### src/rtl/power_integrate_dump.sv
// Integrate-and-dump of unsigned 36-bit power samples over a programmable window.
// Define POWER_PEAK_EN to also report each window's peak sample and its index.
module power_integrate_dump #(
  parameter int LEN_W = 10
) (
  input  logic                i_clk,
  input  logic                i_rst,
  input  logic                i_start,
  input  logic                i_cont,
  input  logic [LEN_W-1:0]    i_len,
  input  logic                i_vld,
  input  logic [35:0]         i_p,
  output logic [36+LEN_W-1:0] o_sum,
  output logic [35:0]         o_peak,
  output logic [LEN_W-1:0]    o_peak_idx,
  output logic                o_vld,
  output logic                o_busy
);

  localparam int SW = 36 + LEN_W;

  typedef enum logic {IDLE, ACC} state_t;

  state_t            state_q, state_d;
  logic [LEN_W-1:0]  len_q, len_d;
  logic [LEN_W-1:0]  cnt_q, cnt_d;
  logic [SW-1:0]     acc_q, acc_d;
  logic [SW-1:0]     sum_q, sum_d;
  logic              vld_q, vld_d;

  logic              win_open, last;
  logic [LEN_W-1:0]  eff_len, eff_cnt;
  logic [SW-1:0]     eff_acc, new_acc;

  // In IDLE a start with a valid sample counts that sample as sample 0, so the
  // window bookkeeping is taken from the inputs rather than the registers.
  always_comb begin
    win_open = (state_q == ACC) || (i_start && (i_len != '0));
    eff_len  = (state_q == ACC) ? len_q : i_len;
    eff_cnt  = (state_q == ACC) ? cnt_q : '0;
    eff_acc  = (state_q == ACC) ? acc_q : '0;
    new_acc  = eff_acc + SW'(i_p);
    last     = (eff_cnt == (eff_len - LEN_W'(1)));
  end

  always_comb begin
    state_d = state_q;
    len_d   = len_q;
    cnt_d   = cnt_q;
    acc_d   = acc_q;
    sum_d   = sum_q;
    vld_d   = 1'b0;
    if (win_open) begin
      state_d = ACC;
      len_d   = eff_len;
      cnt_d   = eff_cnt;
      acc_d   = eff_acc;
      if (i_vld) begin
        if (last) begin
          sum_d   = new_acc;
          vld_d   = 1'b1;
          cnt_d   = '0;
          acc_d   = '0;
          len_d   = i_len;
          state_d = (i_cont && (i_len != '0)) ? ACC : IDLE;
        end else begin
          acc_d = new_acc;
          cnt_d = eff_cnt + LEN_W'(1);
        end
      end
    end
  end

  always_ff @(posedge i_clk or posedge i_rst) begin
    if (i_rst) begin
      state_q <= IDLE;
      len_q   <= '0;
      cnt_q   <= '0;
      acc_q   <= '0;
      sum_q   <= '0;
      vld_q   <= 1'b0;
    end else begin
      state_q <= state_d;
      len_q   <= len_d;
      cnt_q   <= cnt_d;
      acc_q   <= acc_d;
      sum_q   <= sum_d;
      vld_q   <= vld_d;
    end
  end

  assign o_sum  = sum_q;
  assign o_vld  = vld_q;
  assign o_busy = (state_q == ACC);

`ifdef POWER_PEAK_EN
  logic [35:0]      pk_q, pk_d, opk_q, opk_d, new_pk;
  logic [LEN_W-1:0] pidx_q, pidx_d, opidx_q, opidx_d, new_pidx;

  // Strictly-greater update keeps the earliest index on ties.
  always_comb begin
    new_pk   = pk_q;
    new_pidx = pidx_q;
    if ((eff_cnt == '0) || (i_p > pk_q)) begin
      new_pk   = i_p;
      new_pidx = eff_cnt;
    end
    pk_d    = pk_q;
    pidx_d  = pidx_q;
    opk_d   = opk_q;
    opidx_d = opidx_q;
    if (win_open && i_vld) begin
      pk_d   = new_pk;
      pidx_d = new_pidx;
      if (last) begin
        opk_d   = new_pk;
        opidx_d = new_pidx;
      end
    end
  end

  always_ff @(posedge i_clk or posedge i_rst) begin
    if (i_rst) begin
      pk_q    <= '0;
      pidx_q  <= '0;
      opk_q   <= '0;
      opidx_q <= '0;
    end else begin
      pk_q    <= pk_d;
      pidx_q  <= pidx_d;
      opk_q   <= opk_d;
      opidx_q <= opidx_d;
    end
  end

  assign o_peak     = opk_q;
  assign o_peak_idx = opidx_q;
`else
  assign o_peak     = '0;
  assign o_peak_idx = '0;
`endif

endmodule

### config.mk
export PLATFORM = sky130hd
export DESIGN_NAME = power_integrate_dump
export DESIGN_NICKNAME = d
export VERILOG_FILES = /design/src/rtl/power_integrate_dump.sv
export SDC_FILE = /design/constraint.sdc
export NUM_CORES = 1
export LEC_CHECK = 0
export ABC_AREA = 1
export ABC_CLOCK_PERIOD_IN_PS = 3600
export CELL_PAD_IN_SITES_DETAIL_PLACEMENT = 0
export CELL_PAD_IN_SITES_GLOBAL_PLACEMENT = 2
export CORE_AREA = 2 2 191 193
export DETAILED_ROUTE_END_ITERATION = 10
export DIE_AREA = 0 0 193 195
export PLACE_DENSITY_LB_ADDON = 0.1
export SLEW_MARGIN = 20
export SYNTH_ARGS = -nofsm -noshare
export SYNTH_HDL_FRONTEND = slang
export SYNTH_SLANG_ARGS = --single-unit
### constraint.sdc
create_clock -name i_clk -period 3.6 [get_ports i_clk]
set_clock_uncertainty 0.05 [all_clocks]
set_input_delay 0.72 -clock i_clk [delete_from_list [all_inputs] [get_ports i_clk]]
set_output_delay 0.72 -clock i_clk [all_outputs]
set_load 0.005 [all_outputs]
==> summary.txt, run 1 <==
Timing
  • Worst slew pin tran: 0.7051 ns
  • Period utilization: 0.9212
  • Unrepaired setup endpoints after global routing: false
  • Hold_ws: 0.4262 ns
  • Fmax: roughly 0.3 GHz
  • Min cycle time layout: 3.316 ns
  • Final Max Slew Viols: 0
  • Final hold vios: 0
  • Setup violations, final: 0
  • Slew HR: 0.5299
  • TNS Setup: 0 ns
  • Setup WS post-layout: 0.2836 ns

GRT
  • Pin count of the biggest net entering global routing: between 100 and 150
  • Met2 Use GR: 0.3178
  • Initial antenna violation count: 0
  • Grt total ovfl: 0
  • Met3 GRT Util: 0.03307
  • Gr usage total: 0.1963
  • Number of global-route vias before repair: 9,666
  • First-pass GRT wire length: 56.44 mm
  • Grt peak-use layer: met2
  • GR Util met1: 0.2700

Drt
  • Routed WL: 35.63 mm
  • WL/cell: 17.29 um
  • DRC: 0
  • Vias per cell: 4.588
  • Initial drt markers: 594
  • Drt pass-1 iters: 5
  • Routed Antenna Nets: 0
  • DR vias: 9,455

Critical path
  • R2R depth: 15
  • Worst path most repeated cell: nand2_1
  • CP startpoint kind: flop
  • Crit path DAT: 3.65 ns
  • Worst Path Required: between 3 and 4 ns
  • Crit Path Category: flop to flop
  • CP max stage delay: 0.66 ns
  • Setup crit end kind: flop
  • Max Fanout on Critical Path: 22
  • CP cell instances: buf_12, nand2_1, inv_1, ha_1, a21oi_1, o21ai_0, a21oi_1, nand3_1, nand2_1, nand2_1, nand2_1, nor2_1, nor2_1, nand2_1, nand2_1
  • Slowest stage cell, crit path: dfrtp_2

Layout
  • Layout Area Growth over Synthesis: 22.48%
  • Final non-filler cell total: 2,061
  • Layout cells sized above 1: 0.06938
  • Number of nets at the end of the flow: 1,678
  • # diodes: 0
  • FILL cells: 3,974

Die
  • Top Ports: 145
  • Overall die width: 193 um
  • Initial core utilization: 0.2668
  • Core area: 35,400 um^2
  • Height of the die: 195 um
  • Cell Rows: 69
  • Die area: 37,640 um^2

Logic synthesis
  • Simple-Gate Fraction of Synth Area: 0.3488
  • Yosys warns: 0
  • Syn avg cell area: 6.382 um^2
  • Yosys cell types: 39
  • Post-synthesis adder-cell area fraction: 0.05246
  • Mux contribution to synthesized area: 0
  • Cell Area, Synth: around 9400 um^2
  • #FFs+latches synth: about 110
  • Largest family of logic cells by synthesized area: simple AND/OR/NAND/NOR gates
  • Seq/Total Area, Yosys: 0.3020
  • Post-Synthesis Cells: 1,480
  • Xor/xnor cell area share of the yosys netlist: 0.02769
  • Synth Area in Compound Gates: 0.1333

Placed design
  • Global placement routability congestion: 0.8365
  • Dpl ws: 0.1689 ns
  • HPWL after DPL: 26.52 mm
  • PortBufs: 98
  • Placed insts: slightly above 2,000

Worst hold path
  • Hold Path Stages: 2
  • Hold Crit Class: flop to flop

Clocking
  • Clock tree root driver cell: clkbuf_16
  • Clock buffer depth: 2
  • Post-CTS sizing: 0
  • Postcts setup bufs: 0
  • CTS Buf Count: 17
  • TritonCTS clock tree: done
  • Htree depth: 4
  • Clock slew at reported path FFs: 0.06 ns
  • Total clock sinks: 114
  • Worst-Skew Late Latency: 0.44 ns
  • Hold bufs inserted after CTS: 0

Pwr
  • Leakage: 6.054 nW
  • Pwr/cell area: between 700 and 800 nW/um^2
  • Worst vdd ir: around 340 uV

Status
  • Outcome: completed

Job
  • Max_cap viols: 0
## cell families (layout without fill, tap and decap cells)
group,after synthesis,after routing
AND/OR/NAND/NOR,789,789
other,1,46
adder cells (fa/ha/maj),39,39
XOR/XNOR,29,29
buffers and inverters,266,341
AO/OA/AOI/OAI,242,242
flip-flops,114,114
## state kept, by name, indices dropped and copies added (netlist names)
| register | flops |
|---|---|
| o_vld | 1 |
| o_busy | 1 |
| o_sum | 46 |
| acc_q | 46 |
| cnt_q | 10 |
| len_q | 10 |
## where the power goes
group / total, mW / switching, mW / internal (mW) / leakage, nW
Combinational: 5.01 / 3.18 / 1.83 / 4.31
Clock: 1.79 / 0.733 / 1.05 / 0.270
Sequential: 1.97 / 0.260 / 1.71 / 1.48
Total: 8.76 / 4.17 / 4.59 / 6.05
## per-stage QoR
step	util	area, um^2	power (mW)
2_1_floorplan	-	9618	5.281
3_3_place_gp	0.3103	10980	7.041
3_5_place_dp	0.3103	10980	7.014
4_1_cts	0.3268	11570	8.864
5_1_grt	0.3268	11570	9.662
6_report	0.3268	11570	8.765
## layout by cell type (no fill, tap or decap), types with 46 or more instances in the layout
master / instances
nand2_1: 465
inv_1: 161
nor2_1: 145
a21oi_1: 124
nand3_1: 120
dfrtp_1: 113
clkdlybuf4s50_1: 97
o21ai_0: 58
conb_1: 46
## path summary, 6_finish.rpt
kind | endpoint | start | slack [ns]
min in group asynchronous | o_sum[5] | i_rst | 0.79
worst min register to register | o_sum[14] | o_sum[14] | 0.43
worst min-delay path | o_sum[14] | o_sum[14] | 0.43
worst max-delay path | o_sum[44] | o_busy | 0.28
max in group asynchronous | o_sum[31] | i_rst | 2.19
worst max register to register | o_sum[44] | o_busy | 0.28
## final cells by class
type                            instances  area (um^2)  share of cell area
Multi-Input combinational cell       1145         5499              0.4753
Tap cell                              461        576.8             0.04986
Clock inverter                         12        132.6             0.01146
Clock buffer                           19        452.9             0.03915
Timing Repair Buffer                  142         1419              0.1226
Inverter                              168        634.4             0.05483
Sequential cell                       114         2854              0.2467
## Yosys cell counts
cell,n,area [um^2]
nand2_1,465,1745
inv_1,162,608.1
nor2_1,145,544.3
a21oi_1,125,625.6
nand3_1,120,600.6
dfrtp_1,114,2853
o21ai_0,58,290.3
buf_4,50,375.4
ha_1,38,475.5
o21ai_1,38,190.2
xor2_1,24,210.2
clkbuf_1,22,82.58
nand4_1,17,106.4
nor3_1,12,60.06
nand2_2,10,62.56
buf_1,8,30.03
buf_2,8,40.04
buf_6,8,90.09
inv_2,6,22.52
nor2_2,5,31.28
a31oi_1,4,25.02
nand3b_1,4,30.03
o21bai_1,4,30.03
xnor2_1,4,35.03
a21o_1,3,22.52
nand3_2,3,30.03
nor2_4,3,33.78
nor4_1,3,18.77
o21a_1,3,22.52
a21boi_0,2,15.01
buf_8,2,30.03
o21ai_2,2,17.52
o22ai_1,2,12.51
a22oi_1,1,7.510
conb_1,1,3.750
fa_1,1,20.02
nand4_4,1,21.27
nor3_2,1,10.01
xor2_2,1,16.27
## worst max-delay path, delay by kind of cell, from the launching register on
kind                       cells  cell delay, ns
AOI/OAI and AO/OA              3            0.77
adders and majority gates      1            0.29
buffers and inverters          2            0.33
DFF                            1            0.66
and+or+nand+nor                9            1.13
## layer usage
layer  vias up  wire length (um)
met5         -                 0
met4         0               616
met3        29              1065
met2       166             16510
met1      4396             17440
li1       4864                 -
Note: power is estimated with default switching activity, not from simulation.
==> inputs of run 2 (changes only) <==
--- a/config.mk
+++ b/config.mk
@@ -13,6 +13,7 @@
 export DETAILED_ROUTE_END_ITERATION = 10
 export DIE_AREA = 0 0 193 195
 export PLACE_DENSITY_LB_ADDON = 0.1
+export SKIP_LAST_GASP = 1
 export SLEW_MARGIN = 20
 export SYNTH_ARGS = -nofsm -noshare
 export SYNTH_HDL_FRONTEND = slang
==> results of run 2 <==
The final DEF is identical to that of run 1; final timing and power are the same.
